## src/rtl/window_sad_tracker.sv

```systemverilog
`default_nettype none
// ============================================================================
// Module      : window_sad_tracker
// Description : Accumulates the sum of absolute differences over fixed-size
//               windows and tracks the smallest window SAD and its position.
// Revision    : 1.0 - initial release
// ============================================================================
module window_sad_tracker #(
  parameter int DATA_W = 8,
  parameter int SAMP_N = 16,
  parameter int POS_W  = 8
) (
  input  logic              Clk,
  input  logic              Rst,
  input  logic              Start,
  input  logic              DataValid,
  input  logic [DATA_W-1:0] FrameData,
  input  logic [DATA_W-1:0] TmplData,
  input  logic              LastWindow,
  output logic              Busy,
  output logic              WinValid,
  output logic [15:0]       WinSAD,
  output logic [15:0]       MinSAD,
  output logic [POS_W-1:0]  MinPos,
  output logic              Done
);

  localparam int c_cnt_w = (SAMP_N > 1) ? $clog2(SAMP_N) : 1;
  localparam logic [c_cnt_w-1:0] c_last_cnt = c_cnt_w'(SAMP_N - 1);

  typedef enum logic [1:0] {
    S_IDLE   = 2'd0,
    S_RUN    = 2'd1,
    S_FINISH = 2'd2
  } state_t;

  state_t              r_state;
  state_t              w_next_state;
  logic [15:0]         r_acc;
  logic [c_cnt_w-1:0]  r_cnt;
  logic [POS_W-1:0]    r_pos;
  logic [DATA_W-1:0]   w_diff;
  logic [15:0]         w_total;
  logic                w_start;
  logic                w_accept;
  logic                w_final;

  always_comb begin
    w_diff   = (FrameData >= TmplData) ? (FrameData - TmplData) : (TmplData - FrameData);
    w_total  = r_acc + 16'(w_diff);
    w_start  = (r_state == S_IDLE) && Start;
    w_accept = (r_state == S_RUN) && DataValid;
    w_final  = w_accept && (r_cnt == c_last_cnt);
  end

  always_ff @(posedge Clk or posedge Rst) begin
    if (Rst) begin
      r_state <= S_IDLE;
    end else begin
      r_state <= w_next_state;
    end
  end

  always_comb begin
    w_next_state = r_state;
    case (r_state)
      S_IDLE:   if (Start) w_next_state = S_RUN;
      S_RUN:    if (w_final && LastWindow) w_next_state = S_FINISH;
      S_FINISH: w_next_state = S_IDLE;
      default:  w_next_state = S_IDLE;
    endcase
  end

  // Outputs are registered from the next state so they line up with r_state.
  always_ff @(posedge Clk or posedge Rst) begin
    if (Rst) begin
      r_acc    <= '0;
      r_cnt    <= '0;
      r_pos    <= '0;
      Busy     <= 1'b0;
      WinValid <= 1'b0;
      Done     <= 1'b0;
      WinSAD   <= '0;
      MinSAD   <= 16'hFFFF;
      MinPos   <= '0;
    end else begin
      WinValid <= 1'b0;
      Done     <= (w_next_state == S_FINISH);
      Busy     <= (w_next_state != S_IDLE);
      if (w_start) begin
        r_acc  <= '0;
        r_cnt  <= '0;
        r_pos  <= '0;
        MinSAD <= 16'hFFFF;
        MinPos <= '0;
      end else if (w_accept) begin
        if (w_final) begin
          WinSAD   <= w_total;
          WinValid <= 1'b1;
          // Strict compare so ties keep the earliest window.
          if (w_total < MinSAD) begin
            MinSAD <= w_total;
            MinPos <= r_pos;
          end
          r_acc <= '0;
          r_cnt <= '0;
          r_pos <= r_pos + POS_W'(1);
        end else begin
          r_acc <= w_total;
          r_cnt <= r_cnt + c_cnt_w'(1);
        end
      end
    end
  end

endmodule
`default_nettype wire
```

## config.mk

```make
export PLATFORM = sky130hd
export DESIGN_NAME = window_sad_tracker
export DESIGN_NICKNAME = d
export VERILOG_FILES = /design/src/rtl/window_sad_tracker.sv
export SDC_FILE = /design/constraint.sdc
export NUM_CORES = 1
export LEC_CHECK = 0
export ABC_AREA = 1
export CAP_MARGIN = 15
export CORE_MARGIN = 5
export CORE_UTILIZATION = 40
export DETAILED_ROUTE_END_ITERATION = 12
export SYNTH_ARGS = -nofsm -noshare
export SYNTH_HDL_FRONTEND = slang
export SYNTH_SLANG_ARGS = --single-unit
```

## constraint.sdc

```tcl
create_clock -name Clk -period 2.8 [get_ports Clk]
set_input_delay 0.56 -clock Clk [delete_from_list [all_inputs] [get_ports Clk]]
set_output_delay 0.56 -clock Clk [all_outputs]
set_load 0.05 [all_outputs]
```

==> results.txt <==
The flow ran to the end, but the final reports show violations. The final reports fail on negative setup slack. The clock tree from TritonCTS is yes. The path class of the lowest-slack min-delay path is flop to flop. Using the TritonRoute via totals, the vias-per-cell ratio works out to 5.00.

The critical path contains buffers and inverters numbering 5 combined. Data arrives at the worst endpoint at 4.18 ns. The distinct cell type count of the synthesized netlist came out at 34. The top cell types in the final layout, fill and taps aside, are sky130_fd_sc_hd__nand2_1 (126), sky130_fd_sc_hd__buf_4 (70), sky130_fd_sc_hd__inv_1 (69). The cell count after synthesis came out at 641. CTS placed an instance of sky130_fd_sc_hd__clkbuf_16 at the clock tree root. A synthesized cell averages 7.45 um2.

Counting buffers and inverters, the worst setup path is 27 cells deep. On the critical path the largest part of the delay comes from simple AND/OR/NAND/NOR gates. The layout cell share with drive strength beyond 1 is 43.8%.

The hold violation total from the final report came out at 0. The hold path depth came out at 2. The upper clock frequency limit is 0.256 GHz. The number of H-tree levels came out at 3.

The library cell used most frequently in the layout, excluding fill and tap cells, is sky130_fd_sc_hd__nand2_1. The synthesized design contains 73 register bits. The peak supply drop came out at 0.815 mV.

The quantity of I/O buffers inserted on ports came out at 63. The flip-flop cell with the highest count after synthesis is sky130_fd_sc_hd__dfrtp_1. The area of the mapped netlist came out at 4780 um2. The power per standard cell area came out at 1220 nW/um2. The share of synthesized area occupied by flip-flops and latches came out at 38.7%. The number of max-capacitance violations reported is 0.

The post-CTS clock slew at the launch and capture registers of the worst setup and hold paths is 0.06 ns. Before antenna repair, the detailed router went through 4 iterations. Counting along the longest clock path gives a buffer depth of 2. The top fanout value on the critical path came out at 8. The worst pin sits at a relative slew slack of 44.2%. The count of flip-flops with a built-in enable after synthesis came out at 0.

The die outline width came out at 119 um. The area added between synthesis and finish came out at 63.9%. The slowest stage of the critical path is the sky130_fd_sc_hd__fa_2 cell. Measured in cells, the most critical reg-to-reg path has a length of 18. Clock tree synthesis inserted a total of 9 buffers. The post-detailed-routing wire length is 14500 um.

In this run the remaining antenna-violating nets after routing total 0. The final critical delay including setup and external delays came out at 3.90 ns. The antenna cell count came out at 0. The static power due to leakage came out at 3.74 nW. The clock latency on the worst-skew pair is 0.34 ns. The number of antenna violations at the first check in global routing is 0. The number of global-route vias before repair is 4980. The post-detailed-route wirelength per cell came out at 15.1 um. The total number of placement rows is 40. After layout, the worst path uses 139% of the clock period. The setup-violating endpoint count in the final report came out at 43.

The worst path setup slack after routing came out at -1.10 ns. The floorplan core area is 11900 um2. The die height is 119 um. The post-synth net total came out at 706. The element type at the critical path end is a flop. The power consumption is 9.59 mW. STA classifies the critical path startpoint as an input pin.

Detailed placement ended at an HPWL of 9960 um. With fillers left out, the area of the finished cells amounts to 7830 um2. Setup repair after global routing could not meet its margin everywhere. Before CTS, the worst setup slack after placement is -2.13 ns. At the end of the flow the core is filled with cells to 66.0%. The final global-route overflow total came out at 0. Once the floorplan was initialized, standard cells occupied 40.3% of the core. Clock skew on the completed layout was measured at 0.00822 ns. The number of max-slew violations in the final report was 0.

Global routing used 20.2% of the available tracks. The worst register-to-register path has a setup slack of -0.16 ns. The slew at the pin closest to its max-slew limit came out at 0.836 ns. The congestion estimate from routability-driven global placement came to 0.888. The CTS sink count is 73. The fraction of registers with async set/reset is 100%.

The standard cell area after detailed placement came out at 6320 um2. The post-route setup TNS is -28.47 ns. The largest stage delay on the critical path came out at 0.35 ns.

The remaining routing DRC violations came out at 0. The area of the die came out at 14200 um2. The number of nets at the end of the flow came out at 872. The wire length of the first global-routing pass came out at 23400 um. The number of vias after detailed routing came out at 4791. Yosys printed 0 warnings.

The maximum number of pins on one net before global-route repair came out at 34. The number of design-rule violations left by the first detailed-router iteration is 176. The worst setup path is of the input pin to flop kind.

At the worst endpoint, the required time is 3.07 ns. The number of buffers inserted by hold repair at cts came out at 0. During I/O placement, the number of pins put on the boundary was 64.
[per-layer routing]
layer / routed length, um / vias up / GRT usage [%]
li1: - / 2383 / -
met5: 0 / - / 0
met2: 7550 / 73 / 35.6
met1: 6150 / 2321 / 24.8
met4: 184 / 0 / 6.95
met3: 576 / 14 / 3.70
[power breakdown]
| group | leakage, nW | switching [mW] | internal (mW) |
|---|---|---|---|
| sequential | 0.915 | 0.348 | 1.51 |
| clock | 0.144 | 0.428 | 0.712 |
| combinational | 2.68 | 3.79 | 2.81 |
[worst reg2reg max path, stage by stage, from the launching register on]
cell and delay (ns):
sky130_fd_sc_hd__dfrtp_1 0.35, sky130_fd_sc_hd__ha_1 0.18, sky130_fd_sc_hd__inv_1 0.06, sky130_fd_sc_hd__fa_2 0.34, sky130_fd_sc_hd__nand3b_1 0.17, sky130_fd_sc_hd__nand2_2 0.12
sky130_fd_sc_hd__nand2_2 0.08, sky130_fd_sc_hd__nand2_4 0.13, sky130_fd_sc_hd__nand3_2 0.08, sky130_fd_sc_hd__nand3_2 0.13, sky130_fd_sc_hd__nand2_4 0.07, sky130_fd_sc_hd__ha_4 0.26
sky130_fd_sc_hd__nand4_1 0.16, sky130_fd_sc_hd__a21oi_2 0.21, sky130_fd_sc_hd__nor2_4 0.07, sky130_fd_sc_hd__nand3_4 0.16, sky130_fd_sc_hd__buf_6 0.17, sky130_fd_sc_hd__nand3_1 0.09
sky130_fd_sc_hd__nand2_1 0.08
[path summary, 6_finish.rpt]
kind                              start         end
min in group asynchronous           Rst  r_state[1]
setup / recovery           FrameData[0]  MinSAD[14]
max in group asynchronous           Rst   MinSAD[8]
hold reg to reg              MinSAD[15]  MinSAD[15]
hold / removal               MinSAD[15]  MinSAD[15]
setup reg to reg               r_acc[0]  MinSAD[14]
[state kept, by name, summed over array words and instances (netlist names), 2 cells and up]
signal / flops
r_acc: 16
MinSAD: 16
WinSAD: 16
r_pos: 8
r_cnt: 4
MinPos: 8
r_state: 2
[area by class of cell]
type | instances | area [um2]
fillers | 945 | 4030
multi-input cells | 449 | 3500
flip-flops and latches | 73 | 1850
repair buffers | 171 | 1590
inverters | 103 | 417
clock buffers | 13 | 250
well taps | 147 | 184
clock inverters | 3 | 40.0
[cells in the mapped netlist, drive strengths merged, types with 13 or more instances]
| library cell | number | area, um2 |
|---|---|---|
| a21oi | 31 | 155 |
| buf | 13 | 68.8 |
| dfrtp | 57 | 1430 |
| dfstp | 16 | 420 |
| ha | 41 | 513 |
| inv | 103 | 389 |
| nand2 | 190 | 721 |
| nand3 | 61 | 318 |
| nor2 | 32 | 138 |
| o21ai | 41 | 205 |
| xor2 | 16 | 140 |
[what timing repair did]
| item | in CTS | in global routing |
|---|---|---|
| setup buffers | 34 | 14 |
| gates resized for setup | 208 | 114 |
| cloned | 1 | 0 |
| pin swaps | 71 | 51 |
| endpoints found under the setup margin | 54 | 52 |
[per-stage QoR]
step           hold slack, ns  cells
2_1_floorplan           0.455    641
3_3_place_gp            0.475    911
3_5_place_dp            0.475    911
4_1_cts                 0.488    954
5_1_grt                 0.503    959
6_report                0.482    959
[logic make-up after synthesis]
| group | count (synthesis) | share of synthesized area, % |
|---|---|---|
| buffers and inverters | 119 | 9.82 |
| DFF | 73 | 38.7 |
| xor gates and xnor gates | 17 | 3.12 |
| adders and majority gates | 44 | 12.0 |
| and+or+nand+nor | 304 | 27.2 |
| AOI/OAI and AO/OA | 84 | 9.20 |
(Power assumes the default switching activity.)
==> RTL change (same settings) <==
Set the parameter `SAMP_N` to 32 (it was 16).
--- a/src/rtl/window_sad_tracker.sv
+++ b/src/rtl/window_sad_tracker.sv
@@ -8,5 +8,5 @@
 module window_sad_tracker #(
   parameter int DATA_W = 8,
-  parameter int SAMP_N = 16,
+  parameter int SAMP_N = 32,
   parameter int POS_W  = 8
 ) (
Function: same outputs for any inputs over 10 cycles, from zero or initial values and one cycle with Rst high; that may be too few to reach the edited logic, so the function may still have changed.
==> RTL change against the original RTL <==
Synthesized area up 7.7%. Clock skew about the same. Routed wire length up 4.7%. Sequential cell count up 1. Cell area up 3.5%. Worst setup slack worse by 0.052 ns. Die area up 7.0%. Largest power group unchanged. Synthesized cell count up 2.2%. Critical endpoint is now MinPos[1]$_DFFE_PP0P_. Power down 9.8%. The flow still finishes with violations (negative setup slack). Cell count up 3.3%.
==> RTL change: results (changes against the original RTL) <==
\begin{tabular}{lr}
\hline
Metric & Value \\
\hline
\multicolumn{2}{l}{\textbf{Run status}} \\
\quad Outcome & complete, but fails checks \\
\quad Violated checks & negative setup slack \\
\multicolumn{2}{l}{\textbf{Route}} \\
\quad First-iteration detailed-routing DRC count & 240 (+36\%) \\
\quad Via count of the routed design & 4899 (+2.3\%) \\
\quad Wire length per cell after detailed routing & 15.3 um (+1.3\%) \\
\multicolumn{2}{l}{\textbf{Global routing}} \\
\quad Total GRT Usage & 20.3\% (+0.087 points) \\
\quad Vias in the first global route & 5087 (+2.1\%) \\
\multicolumn{2}{l}{\textbf{CTS}} \\
\quad Post-CTS setup repair buffer count & 15 (-56\%) \\
\quad Post-CTS Resized & 205 (-1.4\%) \\
\multicolumn{2}{l}{\textbf{Power and ir drop}} \\
\quad Max IR drop VDD & 0.544 mV (-33\%) \\
\quad Combinational group share of total power & 65.0\% (-3.8 points) \\
\quad Leakage power total & 4.01 nW (+7.1\%) \\
\quad Part of the power in registers & 21.7\% (+2.4 points) \\
\quad Switching Power & 4.05 mW (-11\%) \\
\multicolumn{2}{l}{\textbf{Timing}} \\
\quad Worst slew pin tran & 0.604 ns (-0.232 ns) \\
\quad Hold\_ws & 0.474 ns (-0.00821 ns) \\
\quad Post-route worst setup slack & -1.16 ns (-0.0519 ns) \\
\quad Final setup viols & 44 (+2.3\%) \\
\quad Setup Skew & 0.00851 ns (+0.000291 ns) \\
\multicolumn{2}{l}{\textbf{Cells and area}} \\
\quad Count of placed standard cells in the final layout, fillers left out & 991 (+3.3\%) \\
\quad Net count of the finished layout & 879 (+0.80\%) \\
\multicolumn{2}{l}{\textbf{Yosys}} \\
\quad Fraction of the mapped netlist area in adder cells & 11.1\% (-0.86 points) \\
\quad Most frequent cells after synthesis & nand2\_1, inv\_1, dfrtp\_1, ha\_1, nand3\_1 \\
\quad Synthesized-area fraction occupied by xor and xnor cells & 3.96\% (+0.85 points) \\
\quad Post-synthesis average cell area & 7.85 sq um (+5.4\%) \\
\multicolumn{2}{l}{\textbf{Critical path}} \\
\quad Worst-case register-to-register setup slack & -0.22 ns (-0.06 ns) \\
\quad Data arrival time of the critical path & 4.19 ns (about the same) \\
\multicolumn{2}{l}{\textbf{Min path}} \\
\quad Launch instance of the worst min-delay path & WinSAD[15]\$\_DFFE\_PP0P\_ \\
\multicolumn{2}{l}{\textbf{Placed design}} \\
\quad Area after DPL & 0.00667 sq mm (+5.5\%) \\
\quad Detailed placement HPWL & 10.7 mm (+7.2\%) \\
\hline
\end{tabular}
==> RTL change: layout make-up <==
cell class / count / area share (%)
Sequential cell: 74 / 23.1
Multi-Input combinational cell: 453 / 46.5
Inverter: 113 / 5.70
Tap cell: 172 / 2.66
Clock buffer: 13 / 3.09
Clock inverter: 3 / 0.494
Timing Repair Buffer: 163 / 18.4
==> RTL change: final timing paths <==
path / cells after the start / to
min reg2reg: 2 / WinSAD[15]$_DFFE_PP0P_
max: 31 / MinPos[1]$_DFFE_PP0P_
max in group asynchronous: 3 / r_cnt[3]$_DFFE_PP0P_
min in group asynchronous: 3 / WinSAD[15]$_DFFE_PP0P_
min: 2 / WinSAD[15]$_DFFE_PP0P_
max reg2reg: 20 / MinPos[1]$_DFFE_PP0P_
==> RTL change: routing by layer <==
layer / global-route usage, % / wire [um] / vias up
met5: 0 / 0 / -
met4: 6.78 / 327 / 0
met3: 3.89 / 602 / 23
met2: 35.1 / 7860 / 105
met1: 25.5 / 6350 / 2359
li1: - / - / 2412
